`src/rtl/mar_access_unit_if.sv`:
```
// Control/bus and RAM-side signal bundle for mar_access_unit.
// slave: the access unit; master: control unit plus RAM macro.
interface mar_access_unit_if #(
  parameter int ADDR_W = 8,
  parameter int DATA_W = 16
);
  logic              mar_in;
  logic [ADDR_W-1:0] address;
  logic              mar_inc;
  logic              mar_dec;
  logic              acc_req;
  logic              acc_we;
  logic [DATA_W-1:0] acc_wdata;
  logic              acc_busy;
  logic              acc_done;
  logic              acc_fault;
  logic [DATA_W-1:0] acc_rdata;
  logic [ADDR_W-1:0] ram_address;
  logic              ram_en;
  logic              ram_we;
  logic [DATA_W-1:0] ram_wdata;
  logic [DATA_W-1:0] ram_rdata;

  modport slave (
    input  mar_in, address, mar_inc, mar_dec,
    input  acc_req, acc_we, acc_wdata, ram_rdata,
    output acc_busy, acc_done, acc_fault, acc_rdata,
    output ram_address, ram_en, ram_we, ram_wdata
  );

  modport master (
    output mar_in, address, mar_inc, mar_dec,
    output acc_req, acc_we, acc_wdata, ram_rdata,
    input  acc_busy, acc_done, acc_fault, acc_rdata,
    input  ram_address, ram_en, ram_we, ram_wdata
  );
endinterface

```
`src/rtl/mar_access_unit.sv`:
```
// Memory address register plus single-outstanding RAM access sequencer.
// Optional MAR_FAULT_EN: requests above MEM_TOP complete at once with a fault.
module mar_access_unit #(
  parameter int ADDR_W      = 8,
  parameter int DATA_W      = 16,
  parameter int WAIT_CYCLES = 1,
  parameter int MEM_TOP     = 255
) (
  input  logic            clk,
  input  logic            rst,
  mar_access_unit_if.slave bus
);

  typedef enum logic [1:0] {
    S_IDLE,
    S_ACCESS,
    S_WAIT,
    S_DONE
  } state_t;

  state_t r_state;
  state_t w_state_nxt;

  logic [ADDR_W-1:0] r_mar;
  logic [ADDR_W-1:0] w_mar_nxt;
  logic              r_we;
  logic [DATA_W-1:0] r_wdata;
  logic [DATA_W-1:0] r_rdata;
  logic              r_fault;
  logic [3:0]        r_wcnt;
  logic              w_wait_last;
  logic              w_oob;
  logic              w_start;

`ifdef MAR_FAULT_EN
  assign w_oob = (int'(w_mar_nxt) > MEM_TOP);
`else
  logic w_unused_top;
  assign w_unused_top = (MEM_TOP > 0);
  assign w_oob = 1'b0;
`endif

  assign w_start     = (r_state == S_IDLE) && bus.acc_req;
  assign w_wait_last = (r_state == S_WAIT) && (r_wcnt == 4'd0);

  // MAR update: only in IDLE, load beats inc/dec, inc+dec cancel
  always_comb begin
    w_mar_nxt = r_mar;
    if (r_state == S_IDLE) begin
      if (bus.mar_in)
        w_mar_nxt = bus.address;
      else if (bus.mar_inc && !bus.mar_dec)
        w_mar_nxt = r_mar + ADDR_W'(1);
      else if (bus.mar_dec && !bus.mar_inc)
        w_mar_nxt = r_mar - ADDR_W'(1);
    end
  end

  // State register
  always_ff @(posedge clk) begin
    if (rst)
      r_state <= S_IDLE;
    else
      r_state <= w_state_nxt;
  end

  // Next-state logic
  always_comb begin
    w_state_nxt = r_state;
    unique case (r_state)
      S_IDLE: begin
        if (bus.acc_req)
          w_state_nxt = w_oob ? S_DONE : S_ACCESS;
      end
      S_ACCESS: w_state_nxt = S_WAIT;
      S_WAIT: begin
        if (r_wcnt == 4'd0)
          w_state_nxt = S_DONE;
      end
      S_DONE: w_state_nxt = S_IDLE;
      default: w_state_nxt = S_IDLE;
    endcase
  end

  // Outputs decoded from state
  always_comb begin
    bus.acc_busy  = 1'b0;
    bus.acc_done  = 1'b0;
    bus.acc_fault = 1'b0;
    bus.ram_en    = 1'b0;
    bus.ram_we    = 1'b0;
    unique case (r_state)
      S_IDLE: ;
      S_ACCESS: begin
        bus.acc_busy = 1'b1;
        bus.ram_en   = 1'b1;
        bus.ram_we   = r_we;
      end
      S_WAIT: bus.acc_busy = 1'b1;
      S_DONE: begin
        bus.acc_busy  = 1'b1;
        bus.acc_done  = 1'b1;
        bus.acc_fault = r_fault;
      end
      default: ;
    endcase
  end

  // Datapath: MAR, request capture, wait counter, read capture
  always_ff @(posedge clk) begin
    if (rst) begin
      r_mar   <= '0;
      r_we    <= 1'b0;
      r_wdata <= '0;
      r_rdata <= '0;
      r_fault <= 1'b0;
      r_wcnt  <= 4'd0;
    end else begin
      r_mar <= w_mar_nxt;
      if (w_start) begin
        r_we    <= bus.acc_we;
        r_wdata <= bus.acc_wdata;
        r_fault <= w_oob;
      end
      if (r_state == S_ACCESS)
        r_wcnt <= 4'(WAIT_CYCLES - 1);
      else if ((r_state == S_WAIT) && (r_wcnt != 4'd0))
        r_wcnt <= r_wcnt - 4'd1;
      if (w_wait_last && !r_we)
        r_rdata <= bus.ram_rdata;
    end
  end

  assign bus.ram_address = r_mar;
  assign bus.ram_wdata   = r_wdata;
  assign bus.acc_rdata   = r_rdata;

endmodule

```
`src/flat_wrapper.sv`:
```
// flat-port wrapper written by rule: the top's interface ports become plain ports
module mar_access_unit_flat 
#(
  parameter int ADDR_W      = 8,
  parameter int DATA_W      = 16,
  parameter int WAIT_CYCLES = 1,
  parameter int MEM_TOP     = 255
)
  (clk, rst, bus_mar_in, bus_address, bus_mar_inc, bus_mar_dec, bus_acc_req, bus_acc_we, bus_acc_wdata, bus_ram_rdata, bus_acc_busy, bus_acc_done, bus_acc_fault, bus_acc_rdata, bus_ram_address, bus_ram_en, bus_ram_we, bus_ram_wdata);
  mar_access_unit_if #(.ADDR_W(ADDR_W), .DATA_W(DATA_W)) bus_i ();
  input  logic clk;
  input  logic rst;
  input wire logic [$bits(bus_i.mar_in)-1:0] bus_mar_in;
  input wire logic [$bits(bus_i.address)-1:0] bus_address;
  input wire logic [$bits(bus_i.mar_inc)-1:0] bus_mar_inc;
  input wire logic [$bits(bus_i.mar_dec)-1:0] bus_mar_dec;
  input wire logic [$bits(bus_i.acc_req)-1:0] bus_acc_req;
  input wire logic [$bits(bus_i.acc_we)-1:0] bus_acc_we;
  input wire logic [$bits(bus_i.acc_wdata)-1:0] bus_acc_wdata;
  input wire logic [$bits(bus_i.ram_rdata)-1:0] bus_ram_rdata;
  output wire logic [$bits(bus_i.acc_busy)-1:0] bus_acc_busy;
  output wire logic [$bits(bus_i.acc_done)-1:0] bus_acc_done;
  output wire logic [$bits(bus_i.acc_fault)-1:0] bus_acc_fault;
  output wire logic [$bits(bus_i.acc_rdata)-1:0] bus_acc_rdata;
  output wire logic [$bits(bus_i.ram_address)-1:0] bus_ram_address;
  output wire logic [$bits(bus_i.ram_en)-1:0] bus_ram_en;
  output wire logic [$bits(bus_i.ram_we)-1:0] bus_ram_we;
  output wire logic [$bits(bus_i.ram_wdata)-1:0] bus_ram_wdata;
  assign bus_i.mar_in = bus_mar_in;
  assign bus_i.address = bus_address;
  assign bus_i.mar_inc = bus_mar_inc;
  assign bus_i.mar_dec = bus_mar_dec;
  assign bus_i.acc_req = bus_acc_req;
  assign bus_i.acc_we = bus_acc_we;
  assign bus_i.acc_wdata = bus_acc_wdata;
  assign bus_i.ram_rdata = bus_ram_rdata;
  assign bus_acc_busy = bus_i.acc_busy;
  assign bus_acc_done = bus_i.acc_done;
  assign bus_acc_fault = bus_i.acc_fault;
  assign bus_acc_rdata = bus_i.acc_rdata;
  assign bus_ram_address = bus_i.ram_address;
  assign bus_ram_en = bus_i.ram_en;
  assign bus_ram_we = bus_i.ram_we;
  assign bus_ram_wdata = bus_i.ram_wdata;
  mar_access_unit #(.ADDR_W(ADDR_W), .DATA_W(DATA_W), .WAIT_CYCLES(WAIT_CYCLES), .MEM_TOP(MEM_TOP)) u_core (.clk(clk), .rst(rst), .bus(bus_i));
endmodule
```
`config.mk`:
```
export PLATFORM = sky130hd
export DESIGN_NAME = mar_access_unit_flat
export DESIGN_NICKNAME = d
export VERILOG_FILES = /design/src/rtl/mar_access_unit_if.sv /design/src/rtl/mar_access_unit.sv /design/src/flat_wrapper.sv
export SDC_FILE = /design/constraint.sdc
export NUM_CORES = 1
export LEC_CHECK = 0
export ABC_AREA = 1
export CORE_ASPECT_RATIO = 0.7
export CORE_MARGIN = 1
export CORE_UTILIZATION = 35
export CTS_CLUSTER_SIZE = 14
export DETAILED_ROUTE_END_ITERATION = 8
export PLACE_DENSITY = 0.65
export SETUP_SLACK_MARGIN = 0.5
export SLEW_MARGIN = 15
export SYNTH_ARGS = -nofsm -noshare
export SYNTH_HDL_FRONTEND = slang
export SYNTH_SLANG_ARGS = --single-unit
```
`constraint.sdc`:
```
create_clock -name clk -period 2.15 [get_ports clk]
set_input_delay 0.43 -clock clk [delete_from_list [all_inputs] [get_ports clk]]
set_output_delay 0.43 -clock clk [all_outputs]
set_load 0.005 [all_outputs]
```
==> results.ini, run 1 <==
[setup_path]
critPathLaunchType = flip-flop
rrSetupSlack_ns = 0.58
r2r-end = u_core.bus.ram_wdata[1]
path_buf_inv = 1
crit_cells = 1
path_delay_family = buffers and inverters
crit_chain = clkdlybuf4s50_1
worstSetupPathType = reg -> out
end_kind = output pin
rr_worst_depth = 9
slowest_delay_ns = 0.52
cp_slowest_cell = clkdlybuf4s50_1
cp.arrival_ns = 1.20
rr_startpoint = u_core.r_state[1]
cp.required_ns = 1.72
crit_fanout = 3

[clocking]
cts_root_buf = clkbuf_8
clockBufferDepth = 2
postCtsHoldBufs = 0
clkTransAtPathRegs_ns = 0.09
clock-sinks = 47
numCtsBuffers = 5
clock_latency_ns = 0.30
cts_htree_levels = 2
cts_tree = built

[placement]
dpl.hpwl_um = 4500
place_congestion = 0.863
place_inst = 473
io_buffers = 90

[floorplan]
ios = 92
die_y_um = 68.8
start_util_pct = 37.6
dieArea_um2 = 6700
core-area_um2 = 5930
die_w_um = 97.4
rows = 23

[cells_and_area]
fin_nets = 474
final_cells = 489
final_core_util_pct = 61.3
layout-drive-gt1-share_pct = 20.5
syn2layout_area_growth_pct = 62.9
antenna_cells = 0
fillers = 529

[min_path]
min_path_cells = 2
hold_path_end = u_core.r_wcnt[0]
hp-start = u_core.r_wcnt[0]
hold_path_class = reg -> reg

[synth]
ys_warn_count = 0
seq_area_frac_synth_pct = 42.2
synth_nets = 362
synth_ff_type = dfxtp_1
synth_area_um2 = 2230
syn_avg_cell_area_um2 = 7.41
syn_inst = 301
synth_edf_count = 0
async_flop_share_pct = 0
ys_ff_latch = 47
yosysUniqueCellTypes = 33

[global_routing]
grt_max_degree = 27
first_global_vias = 2052
grt_overflow = 0
grt_pass1_wl_um = 9870
grt_usage_pct = 18.7
grt_antenna_before_repair = 0

[drt]
ant_nets = 0
wl_per_cell_um = 12.7
vias = 2321
postRouteWirelength_um = 6220
drt-pass1-iter-count = 5
drtIter0Drc = 81
routed_via_density = 4.75
drc = 0

[run_status]
outcome = completed

[sta]
period_needed_ns = 1.63
setup_tns_ns = 0
slew_violations = 0
finalHoldViolCount = 0
grt_setup_unrepaired = true
min_period_over_period_pct = 75.7
max_freq_mhz = 615
fin_worst_skew_ns = 0.0100
setup_viol = 0

[power]
power.leakage_nw = 1.62
peakVddDrop_uv = 447
power_mw = 4.14
powerDensity_nw_per_um2 = 1140

[run]
drv_cap = 0

==> routing by layer <==
metal	share of wire [%]	up-vias	global-route usage (%)	wire length (µm)
li1	-	1204	-	-
met1	51	1035	27.0	3160
met5	0	-	0	0
met4	0.74	0	4.96	46
met3	7.6	6	5.65	471
met2	41	76	27.0	2550
==> placed cells by master (no fill, tap or decap), types with 2 or more instances in the layout <==
master / netlist / routed
clkbuf_2: 1 / 2
inv_2: 0 / 3
nand2_2: 2 / 5
ha_1: 13 / 6
buf_4: 1 / 22
nand3_1: 12 / 11
o21ai_0: 26 / 26
nand2_1: 39 / 34
dfxtp_2: 0 / 4
dfxtp_1: 47 / 37
dlygate4sd2_1: 0 / 2
clkdlybuf4s50_1: 0 / 79
inv_1: 24 / 21
nand2_4: 0 / 3
clkinvlp_4: 0 / 2
nor2_1: 68 / 67
clkbuf_8: 0 / 7
nor2_2: 11 / 12
a31oi_1: 2 / 2
dlymetal6s2s_1: 0 / 5
a21oi_2: 0 / 2
nand3b_1: 3 / 3
o21ai_1: 12 / 12
a21oi_1: 16 / 14
dfxtp_4: 0 / 6
ha_4: 0 / 7
==> metrics by stage <==
step | hold WS [ns] | cell area [µm²] | worst slack, ns
after floorplan | 0.441 | 2250 | 0.510
after global placement | 0.455 | 3310 | -0.0713
after detailed placement | 0.469 | 3310 | -0.132
after CTS | 0.483 | 3560 | 0.282
after global routing | 0.493 | 3630 | 0.480
final | 0.480 | 3630 | 0.523
==> report_power, final <==
group	internal [mW]	total [mW]	switching [mW]
Sequential	1.17	1.37	0.199
Clock	0.293	0.588	0.295
Combinational	1.16	2.18	1.01
==> synthesized netlist by cell type (3+ instances only) <==
cell type | number | area [µm²]
o21ai_0 | 26 | 130
clkbuf_1 | 4 | 15.0
nand3b_1 | 3 | 22.5
ha_1 | 13 | 163
nand2_1 | 39 | 146
nor2_1 | 68 | 255
dfxtp_1 | 47 | 941
o21ai_1 | 12 | 60.1
a21oi_1 | 16 | 80.1
nor2_2 | 11 | 68.8
inv_1 | 24 | 90.1
nand3_1 | 12 | 60.1
==> how the worst max path moves through the flow <==
stage,slack [ns],endpoint,startpoint
CTS,0.28,bus_ram_we,u_core.r_state[1]
detailed placement,-0.13,u_core.bus.ram_address[7],bus_mar_inc
global route,0.48,u_core.bus.ram_wdata[0],u_core.r_state[1]
floorplan,0.51,u_core.bus.ram_address[7],bus_mar_dec
finish,0.52,bus_ram_address[3],u_core.bus.ram_address[3]
global placement,-0.07,u_core.bus.ram_address[7],bus_mar_inc
==> layout make-up <==
class | count | area [µm²] | area share [%]
Clock inverter | 1 | 7.51 | 0.207
Clock buffer | 7 | 96.3 | 2.65
Tap cell | 75 | 93.8 | 2.58
Sequential cell | 47 | 968 | 26.7
Timing Repair Buffer | 114 | 1090 | 30.1
Multi-Input combinational cell | 219 | 1270 | 35.0
Inverter | 26 | 104 | 2.86
==> flip-flops by register name (all words and copies together) (netlist names) <==
register	count
u_core.bus.ram_address	8
u_core.r_we	1
u_core.r_wcnt	4
u_core.bus.acc_rdata	16
u_core.bus.ram_wdata	16
u_core.r_state	2
==> cell families (layout without fill, tap and decap cells) <==
logic type / after synthesis / after routing / synth area share [%]
buffers and inverters: 36 / 148 / 7.18
and+or+nand+nor: 142 / 143 / 27.8
other: 1 / 1 / 0.168
AOI/OAI and AO/OA: 60 / 60 / 14.1
DFF: 47 / 47 / 42.2
xor gates and xnor gates: 1 / 1 / 0.393
adders and majority gates: 14 / 14 / 8.19
==> timing repair <==
action	CTS	global route
setup buffers	3	4
pin swaps	3	3
cloned	1	0
gates resized for setup	41	19
endpoints found under the setup margin	17	33
No activity file was read; power rests on OpenSTA's default activity.
==> inputs of run 2 (changes only) <==
Settings changed: PLACE_DENSITY 0.65 to 0.68.
Clock period 2.15 ns to 1.4 ns, I/O delays scaled along.
==> run 2 against run 1 <==
Against the previous run:
- the run now ends with setup timing left
- first-iteration DRC count down 27%
- clock skew down 0.0010 ns
- sequential power up 64%
- core utilization up 19 points
- setup slack worse by 0.64 ns
- clock power up 80%
- count of clock-buffer cells in the layout down 2
- design area up 31%
- global-route usage up 3.9 points
- routed wire length up 33%
- largest cell class unchanged
- combinational power rose to 2.6 times the previous value
==> results.ini, run 2 (synthesis gave the netlist of run 1 again) <==
[global_routing]
first_global_vias = 2521
grt_usage_pct = 22.7
grt_pass1_wl_um = 11800
grt_overflow = 0
grt_max_degree = 17
grt_antenna_before_repair = 0

[setup_path]
crit_chain = buf_6 -> fa_2 -> nand2_2 -> nand2_2 -> buf_4 -> a21oi_2 -> nand3b_1 -> a21oi_1
worstSetupPathType = reg -> reg
cp.required_ns = 1.60
rr_worst_depth = 8
rr_startpoint = u_core.bus.ram_address[1]
path_buf_inv = 2
crit_fanout = 3
cp.arrival_ns = 1.72
rrSetupSlack_ns = -0.12
cp_slowest_cell = fa_2
r2r-end = u_core.bus.ram_address[4]
end_kind = flip-flop
slowest_delay_ns = 0.37
path_delay_family = adder cells
critPathLaunchType = flip-flop
crit_top_cell = nand2_2

[sta]
grt_setup_unrepaired = true
min_period_over_period_pct = 109
fin_worst_skew_ns = 0.00902
setup_viol = 9
tightest_slew_ns = 0.559
period_needed_ns = 1.52
slew_violations = 0
setup_slack_ns = -0.120
relSlewSlack_pct = 62.7
setup_tns_ns = -0.475
max_freq_mhz = 658
finalHoldViolCount = 0

[power]
p_int_mw = 5.53
powerDensity_nw_per_um2 = 1910
power.leakage_nw = 2.05
swShare_pct = 38.9
p_sw_mw = 3.52
peakVddDrop_uv = 946
p_comb_share_pct = 63.4
pwr-share-clk_pct = 11.7
p_seq_share_pct = 24.9

[clocking]
cts_htree_levels = 2
cts_tree = built
postCtsHoldBufs = 0
numCtsBuffers = 5
clockBufferDepth = 2
clkTransAtPathRegs_ns = 0.09
clock-sinks = 47
clock_latency_ns = 0.31
cts_root_buf = clkbuf_8

[floorplan]
die_w_um = 97.4
rows = 23
start_util_pct = 37.6
core-area_um2 = 5930
die_y_um = 68.8
ios = 92
dieArea_um2 = 6700

[drt]
drc = 0
vias = 2695
postRouteWirelength_um = 8250
routed_via_density = 4.99
wl_per_cell_um = 15.3
drtIter0Drc = 59
ant_nets = 0
drt-pass1-iter-count = 4

[run_status]
outcome = finished, violations left
violations = setup timing

[placement]
io_buffers = 90
dpl_cell_area_um2 = 3600
place_congestion = 0.789
place_inst = 482
pre_cts_ws_ns = -0.685
dpl.hpwl_um = 4670

[min_path]
hp-start = u_core.r_wcnt[0]
hold_path_class = reg -> reg
min_path_cells = 2
hold_path_end = u_core.r_wcnt[0]

[cells_and_area]
fin_nets = 525
layout_commonest_cell = buf_6
fin_area_um2 = 4740
final_core_util_pct = 80.0
layout-drive-gt1-share_pct = 62.6
antenna_cells = 0
final_cell_mix = 54 x buf_6, 43 x clkdlybuf4s50_1, 42 x nor2_1
final_cells = 540
syn2layout_area_growth_pct = 113

[run]
drv_cap = 0

## run 2: layout make-up
type	count	area, µm²
Timing Repair inverter	2	32.5
Clock inverter	3	45.0
Clock buffer	5	68.8
Fill cell	379	1190
Sequential cell	47	1010
Timing Repair Buffer	161	1570
Tap cell	75	93.8
Inverter	26	168
Multi-Input combinational cell	221	1750
## run 2: power groups by stage
stage | clock network [mW] | registers [mW] | logic [mW]
finish | 1.06 | 2.25 | 5.74
detailed placement | 0 | 2.09 | 3.40
global route | 1.12 | 2.29 | 6.17
CTS | 1.07 | 2.23 | 4.68
floorplan | 0 | 2.11 | 1.81
global placement | 0 | 2.08 | 3.35
## run 2: how the worst max path moves through the flow
stage | from | to | slack [ns] | cells after the start
5_1_grt | u_core.bus.ram_address[1] | u_core.bus.ram_address[6] | -0.19 | 10
6_report | u_core.bus.ram_address[1] | u_core.bus.ram_address[4] | -0.12 | 8
2_1_floorplan | bus_mar_dec | u_core.bus.ram_address[6] | 0.03 | 11
3_5_place_dp | bus_mar_dec | u_core.bus.ram_address[6] | -0.69 | 13
3_3_place_gp | bus_mar_dec | u_core.bus.ram_address[6] | -0.63 | 13
4_1_cts | u_core.bus.ram_address[0] | u_core.bus.ram_address[6] | -0.06 | 10
## run 2: layer usage
| layer | share of wire [%] | vias to the layer above | routed length, µm | track usage (%) |
|---|---|---|---|---|
| li1 | - | 1312 | - | - |
| met1 | 44 | 1288 | 3640 | 28.4 |
| met2 | 50 | 85 | 4140 | 40.1 |
| met3 | 4.6 | 10 | 382 | 4.84 |
| met4 | 1.0 | 0 | 86 | 6.80 |
| met5 | 0 | - | 0 | 0 |
## run 2: timing repair
| action | in CTS | in global routing |
|---|---|---|
| pin swaps | 32 | 31 |
| gates resized for setup | 361 | 60 |
| buffers inserted | 20 | 24 |
| endpoints found under the setup margin | 91 | 91 |
| gates cloned | 6 | 0 |
## run 2: worst reg2reg max path: stages, from the launching register on
cell and delay (ns):
dfxtp_2 0.34, buf_6 0.12, fa_2 0.37, nand2_2 0.09, nand2_2 0.07, buf_4 0.14, a21oi_2 0.11, nand3b_1 0.12
a21oi_1 0.06
## run 2: metrics by stage
stage	hold WS, ns	total power [mW]
after floorplan	0.349	3.92
after global placement	0.455	5.43
after detailed placement	0.463	5.49
after CTS	0.489	7.98
after global routing	0.505	9.58
final	0.493	9.05
==> inputs of run 3 (changes only) <==
Settings changed: CTS_CLUSTER_SIZE 14 to not set, SETUP_SLACK_MARGIN 0.5 to not set.
==> run 3 against run 2 <==
Against the previous run:
- core utilization decreased by 15 points
- sequential power decreased by 7%
- cell count decreased by 6.7%
- die area unchanged
- setup slack improved by 0.10 ns
- via count decreased by 12%
- largest power group unchanged
- clock skew decreased by 0.0020 ns
- the run still ends with setup timing left
- sequential cell count unchanged
- hold slack got worse by 0.033 ns
- clock power decreased by 17%
- critical path depth increased by 1
==> results.ini, run 3 (synthesis gave the netlist of run 1 again) <==
[cells_and_area]
layout-drive-gt1-share_pct = 34.3
final_cells = 504
antenna_cells = 0
syn2layout_area_growth_pct = 72.6
layout_commonest_cell = nor2_1
final_cell_mix = 65 x nor2_1, 44 x clkdlybuf4s50_1, 40 x dlygate4sd2_1
fin_nets = 489

[sta]
fin_worst_skew_ns = 0.00697
max_freq_mhz = 704
setup_viol = 2
min_period_over_period_pct = 101
setup_slack_ns = -0.0200
slew_violations = 0
grt_setup_unrepaired = true
period_needed_ns = 1.42
finalHoldViolCount = 0
setup_tns_ns = -0.0214

[clocking]
cts_root_buf = clkbuf_8
cts_htree_levels = 2
postCtsHoldBufs = 0
numCtsBuffers = 5
clkTransAtPathRegs_ns = 0.08
clockBufferDepth = 2
cts_tree = built
clock-sinks = 47
clock_latency_ns = 0.30

[power]
peakVddDrop_uv = 1080
powerDensity_nw_per_um2 = 1730
power_mw = 6.67
power.leakage_nw = 1.80

[floorplan]
core-area_um2 = 5930
ios = 92
dieArea_um2 = 6700
die_y_um = 68.8
rows = 23
start_util_pct = 37.6
die_w_um = 97.4

[drt]
routed_via_density = 4.68
vias = 2359
ant_nets = 0
drc = 0
wl_per_cell_um = 13.1
drt-pass1-iter-count = 4
postRouteWirelength_um = 6590
drtIter0Drc = 61

[setup_path]
end_kind = flip-flop
crit_fanout = 4
cp.required_ns = 1.59
worstSetupPathType = reg -> reg
cp.arrival_ns = 1.61
rr_worst_depth = 9
slowest_delay_ns = 0.41
critPathLaunchType = flip-flop
crit_top_cell = nand2_1
crit_chain = fa_2 -> nand2_2 -> nand2_2 -> nand3b_1 -> nand2_1 -> nand2_1 -> nand3_1 -> nand2_1 -> a21oi_1
cp_slowest_cell = fa_2

[placement]
place_inst = 482
dpl.hpwl_um = 4460
io_buffers = 90
place_congestion = 0.838

[run_status]
violations = setup timing
outcome = finished, violations left

[global_routing]
grt_pass1_wl_um = 10000
grt_antenna_before_repair = 0
grt_max_degree = 39
first_global_vias = 2127
grt_usage_pct = 19.1
grt_overflow = 0

[min_path]
hold_path_class = in -> reg
min_path_cells = 6

[run]
drv_cap = 0

-- run 3: path summary, 6_finish.rpt --
check	start	endpoint	slack, ns
min reg2reg	u_core.bus.ram_wdata[3]	u_core.bus.ram_wdata[3]	0.48
min	bus_mar_dec	u_core.bus.ram_address[6]	0.46
max	u_core.bus.ram_address[1]	u_core.bus.ram_address[6]	-0.02
max reg2reg	u_core.bus.ram_address[1]	u_core.bus.ram_address[6]	-0.02
-- run 3: critical path, delay by kind of cell, from the launching register on --
kind	cells	cell delay (ns)
adders and majority gates	1	0.41
DFF	1	0.35
and+or+nand+nor	7	0.51
AOI/OAI and AO/OA	1	0.05
-- run 3: area by class of cell --
type / instances / area [µm²]
Clock inverter: 2 / 16.3
Clock buffer: 6 / 82.6
Timing Repair inverter: 1 / 6.26
Fill cell: 521 / 2080
Multi-Input combinational cell: 218 / 1350
Tap cell: 75 / 93.8
Inverter: 26 / 113
Timing Repair Buffer: 129 / 1200
Sequential cell: 47 / 985
-- run 3: power by group --
part	internal (mW)	switching (mW)	leakage, nW
Combinational	1.91	1.76	1.35
Clock	0.404	0.481	0.0474
Sequential	1.82	0.284	0.398
-- run 3: what timing repair did --
action	in CTS	in global routing
resized for setup	114	58
pin swaps	11	32
cloned	1	1
setup endpoints to repair	86	38
buffers inserted	11	5
-- run 3: per-layer routing --
| metal | GRT usage, % | vias to the layer above | share of wire (%) |
|---|---|---|---|
| li1 | - | 1224 | - |
| met1 | 26.2 | 1068 | 48 |
| met2 | 29.7 | 62 | 45 |
| met3 | 6.05 | 5 | 6.6 |
| met4 | 3.49 | 0 | 0.41 |
| met5 | 0 | - | 0 |
-- run 3: stage by stage --
stage          utilization, %  hold slack, ns  instance area, µm²  worst slack (ns)
5_1_grt                  65.0           0.486                3850            -0.118
4_1_cts                  61.8           0.468                3670           -0.0511
6_report                 65.0           0.460                3850           -0.0200
3_5_place_dp             57.3           0.461                3400            -0.570
2_1_floorplan               -           0.349                2260          -0.00605
3_3_place_gp             57.3           0.454                3400            -0.566
